**src/rtl/pwm_duty_sched.sv**
```systemverilog
// pwm_duty_sched
//   Duty-cycle scheduler for the left/right motor pwm_gen instances. Takes target-duty
//   commands over a valid/ready port and holds at most one pending command. Each channel
//   slews toward its target by at most STEP per PWM period. Duty changes only on period
//   boundaries, so every pwm_gen period sees one constant duty.
//
//   Optional feature macro: PWM_SCHED_ESTOP_EN adds a synchronous emergency-stop input.
//
// Ports
//   clk          in   1       system clock, rising edge
//   rst_n        in   1       asynchronous active-low reset
//   estop        in   1       (PWM_SCHED_ESTOP_EN only) force duties/targets to 0, block commands
//   cmd_valid    in   1       command present
//   cmd_ready    out  1       scheduler can accept a command
//   cmd_chan     in   1       0 = left, 1 = right
//   cmd_duty     in   DUTY_W  requested target duty (clamped to DUTY_MAX on accept)
//   duty_l       out  DUTY_W  left duty, to left pwm_gen.duty
//   duty_r       out  DUTY_W  right duty, to right pwm_gen.duty
//   busy_l       out  1       left duty != left target
//   busy_r       out  1       right duty != right target
//   period_tick  out  1       one-cycle pulse on the last clock of each period

module pwm_duty_sched #(
    parameter int unsigned DUTY_W   = 10,
    parameter int unsigned PERIOD   = 1024,
    parameter int unsigned STEP     = 16,
    parameter int unsigned DUTY_MAX = 1020
) (
    input  logic              clk,
    input  logic              rst_n,
`ifdef PWM_SCHED_ESTOP_EN
    input  logic              estop,
`endif
    input  logic              cmd_valid,
    output logic              cmd_ready,
    input  logic              cmd_chan,
    input  logic [DUTY_W-1:0] cmd_duty,
    output logic [DUTY_W-1:0] duty_l,
    output logic [DUTY_W-1:0] duty_r,
    output logic              busy_l,
    output logic              busy_r,
    output logic              period_tick
);

    localparam logic [DUTY_W-1:0] CNT_LAST   = DUTY_W'(PERIOD - 1);
    localparam logic [DUTY_W-1:0] DUTY_MAX_V = DUTY_W'(DUTY_MAX);
    localparam logic [DUTY_W:0]   STEP_EXT   = (DUTY_W + 1)'(STEP);

    typedef enum logic [1:0] {StIdle, StRampUp, StRampDn} ramp_e;

    function automatic ramp_e ramp_state(input logic [DUTY_W-1:0] cur,
                                         input logic [DUTY_W-1:0] eff);
        ramp_e st;
        st = StIdle;
        if (cur < eff) begin
            st = StRampUp;
        end else if (cur > eff) begin
            st = StRampDn;
        end
        return st;
    endfunction

    // One bounded slew step. The up-sum is one bit wider so it cannot wrap; the
    // down-subtraction only happens when cur > eff, so it cannot underflow.
    function automatic logic [DUTY_W-1:0] slew(input logic [DUTY_W-1:0] cur,
                                               input logic [DUTY_W-1:0] eff,
                                               input ramp_e             st);
        logic [DUTY_W:0]   up_sum;
        logic [DUTY_W-1:0] dn_gap;
        logic [DUTY_W-1:0] nxt;
        nxt = cur;
        unique case (st)
            StRampUp: begin
                up_sum = {1'b0, cur} + STEP_EXT;
                nxt    = (up_sum > {1'b0, eff}) ? eff : up_sum[DUTY_W-1:0];
            end
            StRampDn: begin
                dn_gap = cur - eff;
                nxt    = ({1'b0, dn_gap} <= STEP_EXT) ? eff : cur - STEP_EXT[DUTY_W-1:0];
            end
            default: nxt = cur;
        endcase
        return nxt;
    endfunction

    logic              estop_act;
`ifdef PWM_SCHED_ESTOP_EN
    assign estop_act = estop;
`else
    assign estop_act = 1'b0;
`endif

    logic [DUTY_W-1:0] cnt_q, cnt_d;
    logic              tick_q, tick_d;
    logic              pend_q, pend_d;
    logic              pend_chan_q, pend_chan_d;
    logic [DUTY_W-1:0] pend_duty_q, pend_duty_d;
    logic              ready_q, ready_d;
    logic [DUTY_W-1:0] duty_l_q, duty_l_d, duty_r_q, duty_r_d;
    logic [DUTY_W-1:0] tgt_l_q, tgt_l_d, tgt_r_q, tgt_r_d;
    logic              busy_l_q, busy_l_d, busy_r_q, busy_r_d;

    logic [DUTY_W-1:0] eff_l, eff_r;
    ramp_e             state_l, state_r;
    logic              accept;

    always_comb begin
        // A pending command for a channel overrides its stored target at the tick.
        eff_l   = (pend_q && !pend_chan_q) ? pend_duty_q : tgt_l_q;
        eff_r   = (pend_q &&  pend_chan_q) ? pend_duty_q : tgt_r_q;
        state_l = ramp_state(duty_l_q, eff_l);
        state_r = ramp_state(duty_r_q, eff_r);
    end

    always_comb begin
        cnt_d       = (cnt_q == CNT_LAST) ? '0 : cnt_q + 1'b1;
        tick_d      = (cnt_d == CNT_LAST);
        accept      = cmd_valid & ready_q;

        pend_d      = pend_q;
        pend_chan_d = pend_chan_q;
        pend_duty_d = pend_duty_q;
        duty_l_d    = duty_l_q;
        duty_r_d    = duty_r_q;
        tgt_l_d     = tgt_l_q;
        tgt_r_d     = tgt_r_q;

        if (tick_q) begin
            tgt_l_d  = eff_l;
            tgt_r_d  = eff_r;
            duty_l_d = slew(duty_l_q, eff_l, state_l);
            duty_r_d = slew(duty_r_q, eff_r, state_r);
            pend_d   = 1'b0;
        end

        // accept implies pend_q == 0, so a tick in the same cycle saw no pending command.
        if (accept) begin
            pend_d      = 1'b1;
            pend_chan_d = cmd_chan;
            pend_duty_d = (cmd_duty > DUTY_MAX_V) ? DUTY_MAX_V : cmd_duty;
        end

        if (estop_act) begin
            duty_l_d = '0;
            duty_r_d = '0;
            tgt_l_d  = '0;
            tgt_r_d  = '0;
            pend_d   = 1'b0;
        end

        ready_d  = ~pend_d & ~estop_act;
        busy_l_d = (duty_l_d != tgt_l_d);
        busy_r_d = (duty_r_d != tgt_r_d);
    end

    always_ff @(posedge clk or negedge rst_n) begin
        if (!rst_n) begin
            cnt_q       <= '0;
            tick_q      <= 1'b0;
            pend_q      <= 1'b0;
            pend_chan_q <= 1'b0;
            pend_duty_q <= '0;
            ready_q     <= 1'b1;
            duty_l_q    <= '0;
            duty_r_q    <= '0;
            tgt_l_q     <= '0;
            tgt_r_q     <= '0;
            busy_l_q    <= 1'b0;
            busy_r_q    <= 1'b0;
        end else begin
            cnt_q       <= cnt_d;
            tick_q      <= tick_d;
            pend_q      <= pend_d;
            pend_chan_q <= pend_chan_d;
            pend_duty_q <= pend_duty_d;
            ready_q     <= ready_d;
            duty_l_q    <= duty_l_d;
            duty_r_q    <= duty_r_d;
            tgt_l_q     <= tgt_l_d;
            tgt_r_q     <= tgt_r_d;
            busy_l_q    <= busy_l_d;
            busy_r_q    <= busy_r_d;
        end
    end

    assign cmd_ready   = ready_q;
    assign duty_l      = duty_l_q;
    assign duty_r      = duty_r_q;
    assign busy_l      = busy_l_q;
    assign busy_r      = busy_r_q;
    assign period_tick = tick_q;

endmodule
```
**config.mk**
```make
export PLATFORM = sky130hd
export DESIGN_NAME = pwm_duty_sched
export DESIGN_NICKNAME = d
export VERILOG_FILES = /design/src/rtl/pwm_duty_sched.sv
export SDC_FILE = /design/constraint.sdc
export NUM_CORES = 1
export LEC_CHECK = 0
export ABC_AREA = 1
export ABC_CLOCK_PERIOD_IN_PS = 7550
export CORE_MARGIN = 10
export CORE_UTILIZATION = 30
export DETAILED_ROUTE_END_ITERATION = 10
export SLEW_MARGIN = 20
export SYNTH_ARGS = -nofsm -noshare
export SYNTH_HDL_FRONTEND = slang
export SYNTH_SLANG_ARGS = --single-unit
```
**constraint.sdc**
```tcl
create_clock -name clk -period 7.55 [get_ports clk]
set_input_delay 2.265 -clock clk [delete_from_list [all_inputs] [get_ports clk]]
set_output_delay 2.265 -clock clk [all_outputs]
set_load 0.05 [all_outputs]
```
Word-level counts from Yosys, hierarchy flattened
Index checks and enable logic that the tools add are counted.
{"block": "totals", "output_inout_bits": 24, "regBits": 66, "in_bits": 14, "elab_cells": 61}
{"block": "classes", "n_eq_ne": 8, "addsub": 7, "n_lt_le_gt_ge": 9, "bitwise": 2, "reduce_logical": 3, "muxes": 20}
{"op": "$mux 10", "count": 12}
{"op": "$pmux 10 s2", "count": 2}
{"op": "$add 10x5->11 const B", "count": 2}
{"op": "$gt 11x10->1", "count": 2}
{"op": "$eq 10x10->1 const B", "count": 2}
{"op": "$gt 10x10->1", "count": 2}
{"op": "$le 10x5->1 const B", "count": 2}
{"op": "$lt 10x10->1", "count": 2}
{"op": "$ne 10x10->1", "count": 2}
{"op": "$sub 10x10->10", "count": 2}
{"op": "$sub 10x5->10 const B", "count": 2}
{"op": "$add 10x1->10 const B", "count": 1}
{"op": "$gt 10x10->1 const B", "count": 1}
{"op": "$mux 2", "count": 4}
{"op": "$eq 2x1->1 const B", "count": 2}
{"op": "$eq 2x2->1 const B", "count": 2}
{"op": "$logic_and 1x1->1", "count": 2}
{"op": "$mux 1", "count": 2}
{"op": "$and 1x1->1", "count": 1}
{"op": "$logic_not 1->1", "count": 1}
{"op": "$not 1->1", "count": 1}

Depth between registers and ports, before layout
{"block": "depth", "depth_word": 10, "mapped_depth": 28, "depth_no_buf": 27}

Least setup slack after synthesis
Ideal clock, no wire load.
{"block": "synth_path", "kind": "register to register", "startpoint": "register duty_r_q[4] (netlist: duty_r[4])", "endpoint": "register busy_r_q (netlist: busy_r)", "period_less_slack_ns": 2.987, "arrival_ns": 2.868, "path_slack_ns": 4.563, "path_stages_with_launch": 20, "path_buffers": 0, "path_cell_list": "dfrtp_1 > ha_1 > nand3_1 > xor2_1 > inv_1 > ha_1 > nand2_1 > nand3b_1 > inv_1 > nand3_1 > a21boi_1 > nand2_1 > nand2_4 > nand3_1 > nand3_1 > nand2_1 > nor2_1 > nand2_1 > nor2_1 > nand2_1"}
{"block": "synth_between", "elab_chain_len": 7, "word_cells_on_any_way": 16, "classes_between": "add/sub (3); order compare (4); eq/ne (3); mux (6)"}
{"element": "from (decl)", "line_no": "99", "text": "logic [DUTY_W-1:0] duty_l_q, duty_l_d, duty_r_q, duty_r_d;"}
{"element": "from (signal assigned)", "line_no": "178", "text": "duty_r_q <= duty_r_d;"}
{"element": "branches (longest 5 deep; another with $add 10x5->11)"}
{"element": "$mux 10 *", "line_no": "128", "text": "if (tick_q) begin"}
{"element": "$ne 10x10->1 *", "line_no": "153", "text": "busy_r_d = (duty_r_d != tgt_r_d);"}
{"element": "net busy_r_d", "line_no": "101", "text": "logic busy_l_q, busy_l_d, busy_r_q, busy_r_d;"}
{"element": "to (signal assigned)", "line_no": "182", "text": "busy_r_q <= busy_r_d;"}
{"element": "to (decl)", "line_no": "101"}
Mark *: on every way through the listed nets, which the timed path passes.
A chain may end at the register's enable or synchronous reset.

Worst setup path after layout
{"block": "layout_path", "startpoint": "register tick_q (netlist: period_tick)", "endpoint": "output period_tick"}
{"element": "from (decl)", "line_no": "94", "text": "logic tick_q, tick_d;"}
{"element": "from (signal assigned)", "line_no": "172", "text": "tick_q <= tick_d;"}
{"element": "to (decl)", "line_no": "42", "text": "output logic period_tick"}
No word-level cell between the ends.

==> summary.md <==
- floorplan die area: 25480 sq um
- number of vias in the routed layout: 5449
- capturing element of the worst setup path: period_tick
- Max H-tree Level: 3
- Post-Synthesis Cells: 885
- Seq/Total Area, Yosys: 28.26%
- time the worst path needs with I/O delays and setup: 4.257 ns
- average size of a mapped cell: 6.609 sq um
- cells along the critical path: clkdlybuf4s50_1
- Placed Instance Area: 6491 sq um
- total clock buffers created by CTS: 9
- sum of internal, switching and leakage power: 1.663 mW
- number of warnings printed during yosys synthesis: 0
- number of setup buffers added after CTS: 0
- commonest non-fill, non-tap cells in the layout: 271 x nand2_1, 137 x inv_1, 85 x nand3_1
- slowest CP cell: clkdlybuf4s50_1
- post-synthesis cell area: 5849 sq um
- via count normalized by instance count: 4.579
- kind of cell adding the most delay to the critical path: buffers and inverters
- vias in the first global route: 5330
- EDFF count, synth: 0
- diodes inserted: 0
- outcome: complete, no violations
- VDD IR-drop max: 0.1184 mV
- total iterations of the first detailed-routing run: 5
- Pins Over Slew Limit: 0
- clock tree from TritonCTS: done
- flop-to-flop setup slack: 3.81 ns
- Final Hold Vio Count: 0
- Finished Core Util: 35.16%
- peak per-stage delay on the critical path: 0.93 ns
- net count after synthesis: 939
- leakage component of the power: 3.582 nW
- critical path data required time: 5.29 ns
- nature of the critical path endpoint: primary output
- worst skew pair latency: 0.33 ns
- HPWL after detailed placement: 12400 microns
- Critical path buffers and inverters: 1
- worst slack, placed: 3.612 ns
- Hold Slack: 0.4862 ns
- worst-margin pin slew: 0.8853 ns
- post-route ant nets: 0
- residual overflow from global routing: 0
- number of setup violations in the final report: 0
- core area: 19330 sq um
- dominant synthesized flop cell: dfrtp_1
- CP Class: register to primary output
- number of fill cells in the layout: 2087
- fin cells: 1190
- design internal power: 923.9 uW
- area delta synth->final: 16.24%
- clock edge transition at the registers on the reported setup and hold paths: 0.05 ns
- post-route clock skew: 0.004034 ns
- Final Wtd Congestion: 0.8654
- total DRC errors in the routed layout: 0
- Boundary Pins: 38
- post-synth cell types: 45
- instance count on the critical path: 1
- Reg-to-Reg Start: pend_chan_q
- sequential power share: 23.3%
- Overall Global Routing Usage: 12.35%
- Post-synth ARST share: 100.0%
- Final Net Count: 976
- end of the worst register-to-register path: busy_l
- global-route wire length before repair: 26360 microns
- count of buffers from port buffering: 37
- critical-path maximum fanout: 12
- post-route cell area: 6799 sq um
- Peak Freq: 0.2349 GHz
- fraction of final layout cells with drive strength greater than 1: 8.432%
- CTS Root Buffer Type: clkbuf_16
- average wire length per cell after detail routing: 13.11 microns
- CTS Hold Buffers Added: 0
- pin count of the biggest net entering global routing: 67
- most common cell after layout, fill and taps aside: nand2_1
- antenna violations before repair: 0
- clock sink count: 66
- die width: 159.6 microns
- critical path startpoint category: register
- final sum of negative setup slack: 0 ns
- flip-flop and latch count after synthesis: 66
- initial cell density of the core: 30.25%
- worst setup path startpoint: period_tick
- maximum count of clock buffers along a single path: 2
- Routed WL: 15610 microns
- Worst Setup Slack, final: 3.293 ns
- path class of the lowest-slack min-delay path: register to register
- post-route clock period utilization: 56.38%
- Starting DRT DRC Count: 333
- number of cell instances on the worst register-to-register path: 19
- RSZ-0062 raised after global routing: false
- switching power: 739.6 uW
- number of cells upsized or downsized after cts: 0
- share of power burned in the clock network: 26.7%
- part of the power in combinational logic: 49.9%
- number of standard-cell rows in the floorplan: 51
- number of max-cap violations: 0
- power per cell area: 244.7 nW/um^2
- placed insts: 1176
- arrival time at the worst endpoint: 1.99 ns
- Slew headroom: 40.61%
- die span in y: 159.6 microns
- fraction of power spent switching nets: 44.46%
## cell type report
cell class	instances	area [sq um]	share of cell area (%)
Multi-Input combinational cell	656	3565	52.43
Sequential cell	66	1653	24.31
Inverter	151	569.3	8.373
Timing Repair Buffer	38	372.9	5.484
Tap cell	265	331.6	4.877
Clock buffer	11	242.7	3.570
Clock inverter	3	65.06	0.9569
## worst register-to-register path, stage by stage (launching register included)
cell     delay, ns
dfrtp_1       0.37
inv_1         0.07
nand2_1       0.33
o21ai_0       0.62
ha_1          0.40
inv_1         0.10
nor2_1        0.05
a21oi_2       0.21
a21o_1        0.14
nand3_1       0.13
nor2_4        0.16
nand3_2       0.10
nand2_4       0.15
nand3_1       0.14
nand3_1       0.12
nand2_1       0.06
nor2_1        0.22
nand2_1       0.08
nor2_1        0.09
nand2_1       0.09
## sequential cells by signal, summed over array words and instances (netlist names), 10 cells and up
signal and cells:
duty_r 10, tgt_r_q 10, cnt_q 10, tgt_l_q 10, duty_l 10, pend_duty_q 10
## Yosys cell counts (3+ instances only)
library cell / n / area (sq um)
a21o_1: 4 / 30.03
a21oi_1: 14 / 70.07
buf_2: 5 / 25.02
clkbuf_1: 5 / 18.77
clkinv_1: 3 / 11.26
dfrtp_1: 65 / 1627
ha_1: 40 / 500.5
inv_1: 137 / 514.2
inv_2: 10 / 37.54
mux2i_1: 3 / 30.03
nand2_1: 271 / 1017
nand2_2: 18 / 112.6
nand2_4: 4 / 45.04
nand3_1: 85 / 425.4
nand3_2: 9 / 90.09
nand3b_1: 15 / 112.6
nand4_1: 13 / 81.33
nor2_1: 65 / 244.0
nor2_2: 5 / 31.28
nor2_4: 5 / 56.30
nor3_1: 4 / 20.02
nor3b_1: 3 / 22.52
o211ai_1: 4 / 30.03
o21ai_0: 51 / 255.2
o21ai_1: 3 / 15.01
xnor2_1: 4 / 35.03
xor2_1: 14 / 122.6
## metal layers
metal | wire length (microns) | GRT usage [%] | vias to the layer above | part of all wire [%]
li1 | - | - | 2876 | -
met1 | 7824 | 17.02 | 2465 | 50
met2 | 6972 | 19.45 | 95 | 45
met3 | 606 | 2.082 | 13 | 3.9
met4 | 201 | 3.328 | 0 | 1.3
met5 | 0 | 0 | - | 0
## kinds of logic (layout without fill, tap and decap cells)
kind of cell    count (synthesis)  after routing  synth area share [%]
mux                             3              3                0.5134
flops                          66             66                 28.26
fa+ha+maj                      40             40                 8.556
buf+inv                       163            203                 10.80
xor+xnor                       18             18                 2.695
compound gates                 89             89                 9.134
simple gates                  506            506                 40.04
## worst min path at each step
stage | start | cells after the start | to | slack (ns)
6_report | pend_duty_q[3] | 2 | pend_duty_q[3] | 0.49
5_1_grt | pend_duty_q[2] | 2 | pend_duty_q[2] | 0.51
4_1_cts | pend_duty_q[2] | 2 | pend_duty_q[2] | 0.49
3_5_place_dp | pend_duty_q[2] | 2 | pend_duty_q[2] | 0.47
3_3_place_gp | pend_duty_q[3] | 2 | pend_duty_q[3] | 0.47
2_1_floorplan | pend_q | 1 | cmd_ready | 0.43
## power by group through the flow
stage / clock network (mW) / logic [mW] / registers, mW
floorplan: 0 / 0.633 / 0.390
global placement: 0 / 0.822 / 0.394
detailed placement: 0 / 0.822 / 0.394
CTS: 0.454 / 0.828 / 0.388
global route: 0.472 / 0.938 / 0.390
finish: 0.445 / 0.830 / 0.388
No activity file was read; power rests on OpenSTA's default activity.
